$ cat config.mk
export PLATFORM = sky130hd
export DESIGN_NAME = branch_resolve_unit
export DESIGN_NICKNAME = d
export VERILOG_FILES = /design/src/rtl/branch_resolve_unit_pkg.sv /design/src/rtl/bht_counter_sat.sv /design/src/rtl/branch_resolve_unit.sv
export SDC_FILE = /design/constraint.sdc
export NUM_CORES = 1
export LEC_CHECK = 0
export CORE_AREA = 3 3 212 214
export DETAILED_ROUTE_END_ITERATION = 16
export DIE_AREA = 0 0 215 217
export DONT_BUFFER_PORTS = 1
export GPL_TIMING_DRIVEN = 0
export PLACE_DENSITY = 0.4
export RECOVER_POWER = 50
export SYNTH_ARGS = -nofsm -noshare
export SYNTH_HDL_FRONTEND = slang
export SYNTH_SLANG_ARGS = --single-unit
$ cat constraint.sdc
create_clock -name clk -period 4.4 [get_ports clk]
set_input_delay 0.88 -clock clk [delete_from_list [all_inputs] [get_ports clk]]
set_output_delay 0.88 -clock clk [all_outputs]
set_load 0.005 [all_outputs]
$ cat src/rtl/branch_resolve_unit_pkg.sv
// Shared definitions for the branch resolve unit: branch func3 encodings,
// the 2-bit BHT counter type and its saturating step helper.
package branch_resolve_unit_pkg;

  localparam logic [2:0] FUNC3_BEQ  = 3'b000;
  localparam logic [2:0] FUNC3_BNE  = 3'b001;
  localparam logic [2:0] FUNC3_RSV0 = 3'b010;
  localparam logic [2:0] FUNC3_RSV1 = 3'b011;
  localparam logic [2:0] FUNC3_BLT  = 3'b100;
  localparam logic [2:0] FUNC3_BGE  = 3'b101;
  localparam logic [2:0] FUNC3_BLTU = 3'b110;
  localparam logic [2:0] FUNC3_BGEU = 3'b111;

  typedef logic [1:0] bht_cnt_t;

  localparam bht_cnt_t SNT = 2'b00;
  localparam bht_cnt_t WNT = 2'b01;
  localparam bht_cnt_t WT  = 2'b10;
  localparam bht_cnt_t ST  = 2'b11;

  // One saturating step toward taken (up = 1) or not-taken (up = 0).
  function automatic bht_cnt_t cnt_step(bht_cnt_t c, logic up);
    bht_cnt_t r;
    if (up) begin
      r = (c == ST) ? ST : bht_cnt_t'(c + 2'd1);
    end else begin
      r = (c == SNT) ? SNT : bht_cnt_t'(c - 2'd1);
    end
    return r;
  endfunction

endpackage

$ cat src/rtl/bht_counter_sat.sv
// One 2-bit saturating branch-history counter. Resets to weakly not-taken.
module bht_counter_sat
  import branch_resolve_unit_pkg::*;
(
  input  logic     clk,
  input  logic     rst_n,
  input  logic     en,
  input  logic     inc,
  input  logic     dec,
  output bht_cnt_t cnt
);

  bht_cnt_t cnt_d, cnt_q;

  // Next-state: step only when enabled and exactly one direction is requested.
  always_comb begin
    cnt_d = cnt_q;
    if (en && (inc != dec)) begin
      cnt_d = cnt_step(cnt_q, inc);
    end
  end

  // Counter register.
  always_ff @(posedge clk or negedge rst_n) begin
    if (!rst_n) begin
      cnt_q <= WNT;
    end else begin
      cnt_q <= cnt_d;
    end
  end

  assign cnt = cnt_q;

endmodule

$ cat src/rtl/branch_resolve_unit.sv
// ID-stage branch resolution plus a DEPTH-entry BHT of 2-bit counters.
// IF reads a prediction by PC; ID resolves, trains the BHT and flags mispredicts.
// Optional statistics counters are built only when BRANCH_STAT_EN is defined.
module branch_resolve_unit
  import branch_resolve_unit_pkg::*;
#(
  parameter int unsigned DATA_W  = 32,
  parameter int unsigned ADDR_W  = 32,
  parameter int unsigned DEPTH   = 64,
  parameter int unsigned IDX_LSB = 2
) (
  input  logic              clk,
  input  logic              rst_n,
  input  logic [ADDR_W-1:0] if_pc,
  output logic              if_pred_taken,
  input  logic              id_valid,
  input  logic              id_branch,
  input  logic [2:0]        id_func3,
  input  logic [ADDR_W-1:0] id_pc,
  input  logic              id_pred_taken,
  input  logic              id_stall,
  input  logic [DATA_W-1:0] r1_data,
  input  logic [DATA_W-1:0] r2_data,
  output logic              pcsrc,
  output logic              mispredict,
  output logic              illegal_br,
  output logic [31:0]       stat_br_cnt,
  output logic [31:0]       stat_miss_cnt
);

  localparam int unsigned IDX_W = $clog2(DEPTH);

  logic [IDX_W-1:0] if_idx, id_idx;
  logic             active, reserved, cond, upd_en;
  bht_cnt_t         cnt [DEPTH];
  bht_cnt_t         if_cnt;

  // PC bits outside the index field are deliberately ignored (aliasing allowed).
  logic unused_pc_bits;
  assign unused_pc_bits = ^{if_pc, id_pc};

  assign if_idx = if_pc[IDX_LSB +: IDX_W];
  assign id_idx = id_pc[IDX_LSB +: IDX_W];

  // Branch condition evaluation and outcome flags.
  always_comb begin
    active   = id_valid & id_branch;
    reserved = (id_func3 == FUNC3_RSV0) || (id_func3 == FUNC3_RSV1);
    cond     = 1'b0;
    case (id_func3)
      FUNC3_BEQ:  cond = (r1_data == r2_data);
      FUNC3_BNE:  cond = (r1_data != r2_data);
      FUNC3_BLT:  cond = ($signed(r1_data) <  $signed(r2_data));
      FUNC3_BGE:  cond = ($signed(r1_data) >= $signed(r2_data));
      FUNC3_BLTU: cond = (r1_data <  r2_data);
      FUNC3_BGEU: cond = (r1_data >= r2_data);
      default:    cond = 1'b0;
    endcase
    pcsrc      = active & ~reserved & cond;
    illegal_br = active & reserved;
    mispredict = active & ~reserved & (pcsrc != id_pred_taken);
    upd_en     = active & ~id_stall & ~reserved;
  end

  for (genvar g = 0; g < DEPTH; g++) begin : g_bht
    bht_counter_sat u_cnt (
      .clk   (clk),
      .rst_n (rst_n),
      .en    (upd_en && (id_idx == IDX_W'(g))),
      .inc   (pcsrc),
      .dec   (~pcsrc),
      .cnt   (cnt[g])
    );
  end

  // Lookup with bypass so IF sees the value being written this cycle.
  always_comb begin
    if_cnt = cnt[if_idx];
    if (upd_en && (id_idx == if_idx)) begin
      if_cnt = cnt_step(cnt[id_idx], pcsrc);
    end
    if_pred_taken = if_cnt[1];
  end

`ifdef BRANCH_STAT_EN
  logic [31:0] br_q, miss_q;

  // Saturating counts of BHT updates and of updates that were mispredicts.
  always_ff @(posedge clk or negedge rst_n) begin
    if (!rst_n) begin
      br_q   <= '0;
      miss_q <= '0;
    end else if (upd_en) begin
      if (br_q != 32'hFFFF_FFFF) begin
        br_q <= br_q + 32'd1;
      end
      if (mispredict && (miss_q != 32'hFFFF_FFFF)) begin
        miss_q <= miss_q + 32'd1;
      end
    end
  end

  assign stat_br_cnt   = br_q;
  assign stat_miss_cnt = miss_q;
`else
  assign stat_br_cnt   = 32'd0;
  assign stat_miss_cnt = 32'd0;
`endif

endmodule
; After elaboration in Yosys (flattened, before gate mapping)
; Index checks and enable logic that the tools add are counted.
[word_totals]
ff_bits = 128
in_bits = 137
output_inout_bits = 68
wordCells = 752
[op_classes]
n_bitwise = 12
n_addsub = 130
eq_ne = 140
order_cmp = 6
mux = 203
n_reduce_logical = 197
[op_table]
columns = cell, count
row1 = 2-bit two-way mux, 200
row2 = 6-bit == test (second input constant), 32
row3 = 2-bit by 1-bit adder with 2-bit output (second input constant), 65
row4 = 2-bit == test (second input constant), 65
row5 = 2-bit zero test, 65
row6 = 2-bit by 1-bit subtractor with 2-bit output (second input constant), 65
row7 = 1-bit logical AND, 129
row8 = 6-bit by 5-bit == test with 1-bit output (second input constant), 16
row9 = 32-bit greater-or-equal comparator, 2
row10 = 32-bit < comparator, 2
row11 = 6-bit by 4-bit == test with 1-bit output (second input constant), 8
row12 = 32-bit == test, 1
row13 = 32-bit != test, 1
row14 = 2-bit binary-select mux with 6-bit select, 2
row15 = 6-bit by 3-bit == test with 1-bit output (second input constant), 4
row16 = 7-bit greater-or-equal comparator (second input constant), 2
row17 = 6-bit inverter with 7-bit output, 2
row18 = 3-bit == test (second input constant), 4
row19 = 6-bit by 2-bit == test with 1-bit output (second input constant), 2
row20 = 1-bit bitwise AND, 7
row21 = 3-bit by 2-bit == test with 1-bit output (second input constant), 2
row22 = 6-bit by 1-bit == test with 1-bit output (second input constant), 1
row23 = 6-bit == test, 1
row24 = 6-bit zero test, 1
row25 = other kinds (6), 9

; Longest topological paths before layout
[depth]
word_depth = 8
depth_mapped = 12
mapped_depth_nobuf = 10

; Hierarchy
; From an unflattened synthesis, not the netlist that was laid out.
[unflattened]
hier_cells = 1315
area_unflattened_um2 = 11409.7
[by_module_without_submodules]
columns = mod, n_inst, cells_each, area_per_inst_um2
row1 = bht_counter_sat, 64, 14, 123.9
row2 = branch_resolve_unit, 1, 419, 3482.1

; Least setup slack after synthesis
; No wires, ideal clock.
[synth_timing]
path_type = input to output
start = in r2_data[5]
end = out if_pred_taken
cell_stages = 12
n_path_buf = 2
setup_slack_ns = 0.376
t_arrival_ns = 3.144
required_ns = 3.520
cell_sequence = inv_1 > ha_1 > a21o_1 > a21o_1 > a2111oi_2 > o211ai_1 > nor2_2 > mux2_2 > nand3_1 > buf_2 > buf_2 > a21oi_1
[synth_via]
elab_chain_len = 5
word_cells_on_any_way = 10
classes_between = order compare: 4 / eq/ne: 2 / mux: 3 / bitwise: 1
[synth_lines]
columns = element, line
row1 = "start, declared", branch_resolve_unit.sv:23  ; input logic [DATA_W-1:0] r2_data,
row2 = "32-bit greater-or-equal comparator, or another cell as far along", branch_resolve_unit.sv:56  ; FUNC3_BGEU: cond = (r1_data >= r2_data);
row3 = 1-bit one-hot mux with 6 select lines *, branch_resolve_unit.sv:50  ; case (id_func3)
row4 = 1-bit bitwise AND *, branch_resolve_unit.sv:59  ; pcsrc = active & ~reserved & cond;
row5 = 2-bit two-way mux *, branch_resolve_unit_pkg.sv:24  ; if (up) begin
row6 = 2-bit two-way mux *, branch_resolve_unit.sv:79  ; if (upd_en && (id_idx == if_idx)) begin
row7 = "end, declared", branch_resolve_unit.sv:15  ; output logic if_pred_taken,
; Mark *: on every way between the ends. The rest lies on a longest branch, timed or not.

; Worst setup path after layout
[layout_timing]
start = in if_pc[2]
end = out if_pred_taken
[layout_via]
elab_chain_len = 5
word_cells_on_any_way = 7
classes_between = eq/ne: 1 / mux: 4 / bitwise: 1 / reduce/logical: 1
[layout_lines]
columns = element, line
row1 = "start, declared", branch_resolve_unit.sv:14  ; input logic [ADDR_W-1:0] if_pc,
row2 = 6-bit inverter with 7-bit output (not written as such), branch_resolve_unit.sv:78  ; if_cnt = cnt[if_idx];
row3 = 2-bit binary-select mux with 6-bit select, branch_resolve_unit.sv:78
row4 = 2-bit two-way mux (not written as such) (2 in a row), branch_resolve_unit.sv:78
row5 = 2-bit two-way mux *, branch_resolve_unit.sv:79
; Mark *: on every way between the ends. The rest lies on a longest branch, timed or not. The select of a mux whose other input is x is not followed.

==> qor.yml <==
job:
  maxCapViolations: 0
synth:
  synth_edf_count: 0
  syn_inst: 1198
  ys_types: 47
  ys.flop_type: "dfstp_2"
  ys_top_cells_by_count: "nand3_1 (116), nand2_1 (97), o211ai_1 (94), a21oi_1 (79)"
  synth_top_cell_by_area: "dfstp_2"
  netlist_top_cells_area: "dfstp_2 (16%), dfrtp_1 (15%), mux4_2 (13%)"
  synth.most_common_cell: "nand3_1"
  synth.yosys.warnings: 0
  ys_async_sr_fraction_pct: 100.0
  netlist.area_leader.share_pct: 15.56
  yosysSeqAreaShare_pct: 30.37
  syn_area_um2: 10810
  synth_area_per_cell_um2: 9.024
  synth-seq-cells: 128
cts:
  ctsHtreeMaxLevel: 4
  clock_sinks: 128
  root_buffer: "clkbuf_16"
  path_clk_slew_ns: 0.07
  hold_buffers: 0
  cts_setup_buffers: 0
  cts_tree: "yes"
  cts_buffer_depth: 2
  clk_latency_ns: 0.44
  numCtsBuffers: 17
placement:
  place_congestion: 0.8229
  port_buffers: 0
  place_area_um2: 11800
  pre_cts_ws_ns: -0.5225
  place_hpwl_um: 31610
  placed_cells: 1847
routing:
  drc: 0
  drtIter0Drc: 1047
  drt-wirelength-per-cell_um: 23.49
  vias_per_cell: 5.535
  ant_nets: 0
  num_vias: 10410
  wirelength_um: 44180
  drtPass1Iterations: 5
sta:
  worst_pin_slew_ns: 1.286
  finalHoldViolations: 0
  relSlewSlack_pct: 13.97
  slew_violations: 0
  setup_ws_ns: 0.07783
  post-route-min-period_ns: 4.322
  min_period_over_period_pct: 98.23
  max_freq_ghz: 0.2314
  setup_viol: 0
  skew_ns: 0.009391
  rsz0062_at_grt: "yes"
final_layout:
  fin_cells: 1881
  drive_gt1_share_pct: 21.17
  largest_register_ffs: 128
  final_area_um2: 12480
  area_growth_pct: 15.43
  nNetsFinal: 1450
setup_path:
  cp_max_fo: 10
  r2r_end: "g_bht[42].u_cnt.cnt[0]$_DFFE_PN1P_"
  cp.required_ns: 3.52
  critPathArrivalTime_ns: 3.44
  end_kind: "output port"
  regToRegSetupSlack_ns: 3.22
  reg2reg_depth: 3
  critPathKind: "in -> out"
  crit_path_start_kind: "input port"
  startpoint: "if_pc[2]"
  rr_startpoint: "g_bht[42].u_cnt.cnt[1]$_DFFE_PN0P_"
global_routing:
  gr-total-overflow: 0
  grt_max_degree: 129
  grt_pass1_vias: 10070
  grt_pass1_wl_um: 66010
  antenna_found_initial: 4
  track_usage_pct: 18.71
power:
  vdd_drop_max_mv: 0.2617
  p_per_area_nw_per_um2: 271.0
  leakagePower_nw: 4.495
die:
  die_h_um: 217
  fp.dieArea_um2: 46660
  core_area_um2: 43080
  die_x_um: 215
  io_pins: 205
  start_util_pct: 25.10
  rows: 76
outcome:
  status: "completed"
min_path:
  hp-class: "in -> async"
[cell usage in the layout, fill, tap and decap left out, types with 20 or more instances in the layout]
| master | instances |
|---|---|
| nor2_1 | 32 |
| or4_1 | 46 |
| dfrtp_1 | 64 |
| o21ai_0 | 71 |
| o211ai_1 | 94 |
| clkbuf_1 | 55 |
| buf_4 | 66 |
| mux4_2 | 61 |
| dfstp_2 | 64 |
| nand3_1 | 116 |
| and3_1 | 20 |
| nand4_1 | 71 |
| conb_1 | 64 |
| a21oi_1 | 79 |
| inv_1 | 34 |
| nor3b_1 | 64 |
| nand2_1 | 97 |
| ha_1 | 32 |
[critical path: stages]
cell	delay, ns
buf_2	0.36
buf_4	0.38
mux4_2	0.57
mux4_2	0.53
mux4_2	0.47
mux2i_1	0.15
a21oi_1	0.11
[through the flow]
stage	power, mW	util [%]	TNS [ns]	hold WS [ns]
after global placement	1.745	27.34	-0.7534	0.5584
after detailed placement	1.747	27.38	-0.7489	0.5607
after global routing	3.503	28.96	-0.01776	0.1149
after floorplan	1.564	-	0	0.5382
after CTS	3.401	28.94	0	0.1179
final	3.381	28.97	0	0.1312
[report_power, final]
| part | switching, mW | leakage, nW | internal [mW] |
|---|---|---|---|
| Clock | 0.608 | 0.306 | 1.03 |
| Combinational | 0.346 | 2.63 | 0.156 |
| Sequential | 0.0275 | 1.56 | 1.21 |
[area by class of cell]
type,count,area [um^2]
clock buffers,22,464.2
multi-input cells,937,6744
well taps,585,732.0
diodes,2,5.005
plain buffers,161,920.9
fillers,4593,30600
clock inverters,10,182.7
inverters,34,127.6
repair buffers,2,18.77
flip-flops and latches,128,3283
[layer usage]
| layer | vias up | routed length [um] | GRT usage, % |
|---|---|---|---|
| met4 | 0 | 911 | 5.420 |
| li1 | 4689 | - | - |
| met5 | - | 0 | 0 |
| met3 | 53 | 3334 | 4.035 |
| met2 | 404 | 20730 | 30.39 |
| met1 | 5265 | 19200 | 25.16 |
[cell families after synthesis]
kind of cell	Yosys count	synth area share (%)
other	1	0.03469
AO/OA/AOI/OAI	289	17.69
AND/OR/NAND/NOR	477	24.77
adder cells (fa/ha/maj)	32	3.704
buffers and inverters	196	9.479
XOR/XNOR	7	0.5671
multiplexers	68	13.39
flip-flops	128	30.37
[what timing repair did]
| item | 4_1_cts | 5_1_grt |
|---|---|---|
| gates resized for setup | 9 | 5 |
| endpoints found under the hold margin | 0 | 0 |
| setup endpoints to repair | 2 | 3 |
| pin swaps | 0 | 1 |
[worst max path at each step]
stage	to	slack, ns	cells past startpoint
2_1_floorplan	if_pred_taken	0.38	12
3_3_place_gp	if_pred_taken	-0.56	7
3_5_place_dp	if_pred_taken	-0.52	7
4_1_cts	if_pred_taken	0.03	12
5_1_grt	mispredict	-0.02	12
6_report	if_pred_taken	0.08	7
Note: power is estimated with default switching activity, not from simulation.
==> edit 1: new RTL, config.mk and constraints unchanged <==
Put a register stage on the output `if_pred_taken`. The value now appears one clock later. The other outputs are not delayed to match.
--- a/src/rtl/branch_resolve_unit.sv
+++ b/src/rtl/branch_resolve_unit.sv
@@ -29,6 +29,8 @@
 );
 
   localparam int unsigned IDX_W = $clog2(DEPTH);
+
+  logic if_pred_taken_d;
 
   logic [IDX_W-1:0] if_idx, id_idx;
   logic             active, reserved, cond, upd_en;
@@ -79,7 +81,7 @@
     if (upd_en && (id_idx == if_idx)) begin
       if_cnt = cnt_step(cnt[id_idx], pcsrc);
     end
-    if_pred_taken = if_cnt[1];
+    if_pred_taken_d = if_cnt[1];
   end
 
 `ifdef BRANCH_STAT_EN
@@ -107,4 +109,8 @@
   assign stat_miss_cnt = 32'd0;
 `endif
 
+  always_ff @(posedge clk) begin
+    if_pred_taken <= if_pred_taken_d;
+  end
+
 endmodule
Formal check against the unedited RTL: not equivalent (Yosys sat finds a counterexample within 4 cycles, from zero or initial values and one cycle with rst_n low).
==> edit 1 against the original RTL <==
- sequential cell count increased by 1
- power decreased by 6.8%
- largest cell class unchanged
- die area unchanged
- routed wire length decreased by 0.47%
- final cell count decreased by 0.58%
- critical path depth increased by 5
- core utilization decreased by 0.45 points
- cell area decreased by 1.6%
- synthesized area decreased by 1.4%
- first-iteration DRC count decreased by 8.3%
- non-clock buffer count decreased by 8
- global-route usage decreased by 0.14 points
- setup slack improved by 0.059 ns
==> edit 1: results (changes against the original RTL) <==
Die
  – Core Box Area: 43080 µm² (unchanged)

Global routing
  – Largest net degree at the start of global routing: 129 (unchanged)
  – First-pass GRT wire length: 65.39 mm (-0.93%)
  – Initial antenna violation count: 2 (-2)
  – Gr usage total: 18.57% (-0.14 points)
  – Vias in the first global route: 9860 (-2.1%)

Routing
  – DR top layer: met5
  – Total number of vias: 10177 (-2.2%)
  – Initial DRC count: 960 (-8.3%)
  – M1 wire length: 19.27 mm (+0.36%)
  – Pre-antenna DRT Iters: 6 (+1)
  – DR WL met3: 2.858 mm (-14%)
  – DR WL/cell: 23.51 µm (+0.12%)
  – Met2 wire length: 20.48 mm (-1.2%)

Final layout
  – Final #Nets: 1440 (-0.69%)
  – Share of layout cells above drive strength 1: 20.33% (-0.85 points)
  – Max FFs per register: 128 (unchanged)
  – Filler cell count in the final layout: 4537 (-1.2%)

Synthesis
  – Mux contribution to synthesized area: 13.18% (-0.21 points)
  – Synth Warn #: 0 (unchanged)
  – Synth cell types: 50 (+6.4%)
  – Complex-gate fraction of the synthesized area: 17.95% (+0.27 points)
  – Async SR Flop Fraction: 99.22% (-0.78 points)
  – Adder-cell share of the synthesized area: 3.755% (+0.051 points)
  – Dominant synthesized flop cell: dfstp_2
  – Seq/Total Area, Yosys: 30.98% (+0.61 points)
  – Synth Area in XOR/XNOR: 0.5750% (+0.0079 points)
  – Commonest cells in the synthesized netlist: nand3_1 (95), nand2_1 (93), o211ai_1 (82)
  – Synth area leaders: dfstp_2 (16%), dfrtp_1 (15%), mux4_2 (13%), o211ai_1 (5.8%), buf_4 (5.0%)

Critical path
  – CP Max Fanout: 19 (+9)
  – Critical path arrival: 3.38 ns (-0.06 ns)

Pwr
  – Leak pwr: 4.352 nW (-3.2%)
  – Peak supply drop: 0.1842 mV (-30%)

Timing
  – Clk_skew: 0.008943 ns (-0.0004479 ns)
  – Worst slew margin: 5.917% (-8.1 points)

CTS
  – Root buf cell: clkbuf_16
  – Worst skew pair latency: 0.44 ns (about the same)
  – H-Tree Depth: 4 (unchanged)
  – Clk slew on worst S/H paths: approximately 0.060 ns
  – Clock Tree Buf Depth: 2 (unchanged)
  – CTS buffer count: 17 (unchanged)

Place
  – Gpl congestion: 0.8509 (+3.4%)
  – Setup slack at placement: -0.4358 ns (+0.08670 ns)
  – Port Buffers: 0 (unchanged)
  – HPWL after DPL: 31.06 mm (-1.7%)

Outcome
  – Status: completed
==> edit 1: cell count changes in the layout (fill, tap and decap cells not counted), sizes merged, moves of 7 or more <==
cell	change
nor2	+7
clkbuf	+10
o211ai	-30
buf	-17
o311ai	+30
nor3	+17
nand3	-20
nor3b	-22
inv	+22
==> edit 1: stage by stage <==
step / hold WS (ns) / cell area, µm² / instances / util (%) / TNS [ns]
floorplan: 0.5382 / 10900 / 1251 / - / 0
global placement: 0.5561 / 11630 / 1836 / 27.00 / -0.7421
detailed placement: 0.5607 / 11680 / 1839 / 27.11 / -0.5982
CTS: 0.1248 / 12230 / 1869 / 28.39 / 0
global route: 0.1165 / 12280 / 1869 / 28.51 / 0
finish: 0.1520 / 12280 / 1870 / 28.52 / 0
==> edit 1: power breakdown <==
part | internal, mW | switching, mW | leakage, nW
registers | 1.22 | 0.0284 | 1.56
logic | 0.155 | 0.352 | 2.52
clock network | 0.802 | 0.595 | 0.266
==> edit 1: area by class of cell <==
type / count / share of cell area (%)
diodes: 1 / 0.02037
plain buffers: 152 / 7.089
clock buffers: 22 / 3.779
clock inverters: 10 / 0.7028
inverters: 56 / 1.711
multi-input cells: 912 / 53.61
flip-flops and latches: 129 / 26.89
well taps: 585 / 5.958
repair buffers: 3 / 0.2444
==> edit 1: repair_timing <==
item	CTS	global route
buffers inserted	0	0
gates cloned	0	0
endpoints found under the setup margin	2	2
gates resized for setup	4	8
pin swaps	0	0
==> edit 1: routing by layer <==
layer,up-vias,global-route usage (%)
met2,372,30.09
met3,79,3.672
met1,5072,24.95
li1,4652,-
met5,-,0
met4,2,6.169
==> edit 1: path summary, 6_finish.rpt <==
kind                                        start                     end  slack, ns  cells past startpoint
min in group clk           g_bht[47].u_cnt.cnt[0]  g_bht[47].u_cnt.cnt[1]       0.56                      2
setup reg to reg           g_bht[39].u_cnt.cnt[1]           if_pred_taken       1.89                      7
hold reg to reg            g_bht[47].u_cnt.cnt[0]  g_bht[47].u_cnt.cnt[1]       0.56                      2
setup / recovery                       r2_data[5]                   pcsrc       0.14                     12
hold / removal                              rst_n  g_bht[61].u_cnt.cnt[1]       0.15                      0
max in group asynchronous                   rst_n  g_bht[29].u_cnt.cnt[0]       3.96                      0
==> edit 1: worst max-delay path: stages <==
cell and delay, ns:
inv_1 0.03, ha_1 0.29, a21o_1 0.18, a21o_1 0.19
a2111oi_4 0.40, o211ai_1 0.20, nor2_2 0.20, mux2_2 0.35
buf_4 0.21, nand3_2 0.13, buf_8 0.23, inv_1 0.09
==> edit 2: new RTL, same flow settings <==
Made on the original files. The option `BRANCH_STAT_EN` is turned on by a define.
--- a/src/rtl/branch_resolve_unit.sv
+++ b/src/rtl/branch_resolve_unit.sv
@@ -1,6 +1,8 @@
 // ID-stage branch resolution plus a DEPTH-entry BHT of 2-bit counters.
 // IF reads a prediction by PC; ID resolves, trains the BHT and flags mispredicts.
 // Optional statistics counters are built only when BRANCH_STAT_EN is defined.
+`define BRANCH_STAT_EN
+
 module branch_resolve_unit
   import branch_resolve_unit_pkg::*;
 #(
Formal check against the unedited RTL: not equivalent (Yosys sat finds a counterexample within 4 cycles, from zero or initial values and one cycle with rst_n low).
==> edit 2 against the original RTL <==
- routed wire length fell by 6.0%
- power rose by 14%
- synthesized area rose by 13%
- sequential power rose by 51%
- final cell count rose by 5.4%
- setup slack got worse by 0.019 ns
- cell area rose by 9.2%
- sequential cell count rose by 64
- highest routed layer unchanged
- critical endpoint unchanged
==> edit 2: results (changes against the original RTL) <==
Pwr
  – Peak supply drop: 0.3099 mV (+18%)
  – Cell internal pwr: 2.772 mW (+15%)
  – Leak pwr: 4.927 nW (+9.6%)

Global routing
  – Vias in the first global route: 9987 (-0.81%)
  – Initial antenna violation count: 0 (-4)
  – GR Layer Usage met3: 3.672% (-0.36 points)
  – Met2 GRT Util: 29.64% (-0.75 points)
  – Met1 Use GR: 23.48% (-1.7 points)
  – First-pass GRT wire length: 63.24 mm (-4.2%)
  – Gr usage total: 18.06% (-0.65 points)
  – Largest net degree at the start of global routing: 193 (+50%)

Final layout
  – # diodes: 0 (-2)
  – Share of layout cells above drive strength 1: 15.88% (-5.3 points)
  – Filler cell count in the final layout: 4558 (-0.76%)
  – Final #Nets: 1556 (+7.3%)

Outcome
  – Status: completed

Place
  – Post-Place Cell Area: 12960 µm² (+9.9%)
  – HPWL after DPL: 29.59 mm (-6.4%)
  – Setup slack at placement: -0.7250 ns (-0.2025 ns)
  – Gpl congestion: 0.8385 (+1.9%)
  – Port Buffers: 0 (unchanged)

Synthesis
  – Async SR Flop Fraction: 100.0% (unchanged)
  – Synth cell types: 50 (+6.4%)
  – Commonest cells in the synthesized netlist: a21oi_1 (202), nand2_1 (175), nor2_1 (132)
  – Post-Syn Nets: 1533
  – Dominant synthesized flop cell: dfrtp_1
  – Synth area leaders: dfrtp_1 (26%), dfstp_2 (14%), mux4_2 (12%), a21oi_1 (8.3%), nand2_1 (5.4%)
  – Synth Warn #: 0 (unchanged)
  – Seq/Total Area, Yosys: 39.93% (+9.6 points)
  – EDFF count, synth: 0 (unchanged)

Timing
  – Worst slew pin tran: 0.8930 ns (-0.3927 ns)
  – Clk_skew: 0.008569 ns (-0.0008216 ns)

Critical path
  – Critical path arrival: 3.46 ns (+0.02 ns)
  – Crit path largest cell delay: 0.53 ns (-0.04 ns)
  – CP Max Fanout: 10 (unchanged)
  – Slowest CP cell: mux4_2

CTS
  – Clk slew on worst S/H paths: 0.07 ns (about the same)
  – Worst skew pair latency: 0.48 ns (+0.04 ns)
  – H-Tree Depth: 4 (unchanged)

Routing
  – Vias per inst: 5.163 (-6.7%)
  – DRT Wirelength: 41.53 mm (-6.0%)
  – Initial DRC count: 704 (-33%)
  – Pre-antenna DRT Iters: 6 (+1)

Job
  – Max cap viols: 0 (unchanged)
-- edit 2: cell count changes after synthesis, sizes merged, moves of 51 or more --
cell,before,now
a21oi,79,202
nor2,33,133
o211ai,112,17
buf,107,29
nand2,97,175
dfrtp,64,128
inv,34,97
nor3b,64,1
xnor2,2,53
-- edit 2: path summary, 6_finish.rpt --
kind                       depth (start not counted)                     end  slack, ns              startpoint
max in group asynchronous                          0  g_bht[13].u_cnt.cnt[0]       3.82                   rst_n
max reg2reg                                       14       stat_miss_cnt[24]       1.22        stat_miss_cnt[0]
min                                                0  g_bht[36].u_cnt.cnt[1]       0.08                   rst_n
min in group clk                                   1  g_bht[27].u_cnt.cnt[0]       0.50  g_bht[27].u_cnt.cnt[0]
max                                                7           if_pred_taken       0.06                id_pc[3]
min reg2reg                                        1  g_bht[27].u_cnt.cnt[0]       0.50  g_bht[27].u_cnt.cnt[0]
-- edit 2: repair_timing --
item / 4_1_cts / 5_1_grt
setup endpoints to repair: 2 / 2
setup buffers: 1 / 4
endpoints found under the hold margin: 0 / 0
resized for setup: 22 / 6
gates cloned: 0 / 0
pin swaps: 1 / 1
-- edit 2: cell families (layout without fill, tap and decap cells) --
| logic type | count (synthesis) | in the layout | share of synthesized area [%] |
|---|---|---|---|
| AOI/OAI and AO/OA | 354 | 354 | 15.40 |
| DFF | 192 | 192 | 39.93 |
| xor gates and xnor gates | 70 | 70 | 5.012 |
| buffers and inverters | 154 | 190 | 5.134 |
| and+or+nand+nor | 488 | 488 | 18.85 |
| adders and majority gates | 34 | 34 | 3.478 |
| muxes | 70 | 70 | 12.19 |
-- edit 2: per-stage QoR --
step	std cells	power (mW)
global placement	1947	2.229
finish	1983	3.841
detailed placement	1947	2.235
CTS	1979	3.922
global route	1983	4.019
floorplan	1362	2.108
-- edit 2: routing by layer --
layer  routed length, µm  up-vias
met2               19710      264
met5                   0        -
li1                    -     4850
met4                1286        0
met1               18480     5063
met3                2059       61
-- edit 2: cell type report --
type / count / area [µm²] / share of cell area, %
multi-input combinational: 1016 / 6725 / 49.36
sequential: 192 / 4885 / 35.85
tap: 585 / 732.0 / 5.372
clock buffer: 18 / 429.2 / 3.150
inverter: 97 / 367.9 / 2.700
buffer: 56 / 292.8 / 2.149
clock inverter: 14 / 156.4 / 1.148
timing repair buffer: 5 / 37.54 / 0.2755
-- edit 2: power by group through the flow --
| stage | registers [mW] | logic [mW] | clock network [mW] |
|---|---|---|---|
| after floorplan | 1.88 | 0.231 | 0 |
| after CTS | 1.87 | 0.335 | 1.72 |
| final | 1.87 | 0.333 | 1.64 |
| after global placement | 1.90 | 0.326 | 0 |
| after global routing | 1.88 | 0.371 | 1.77 |
| after detailed placement | 1.90 | 0.331 | 0 |
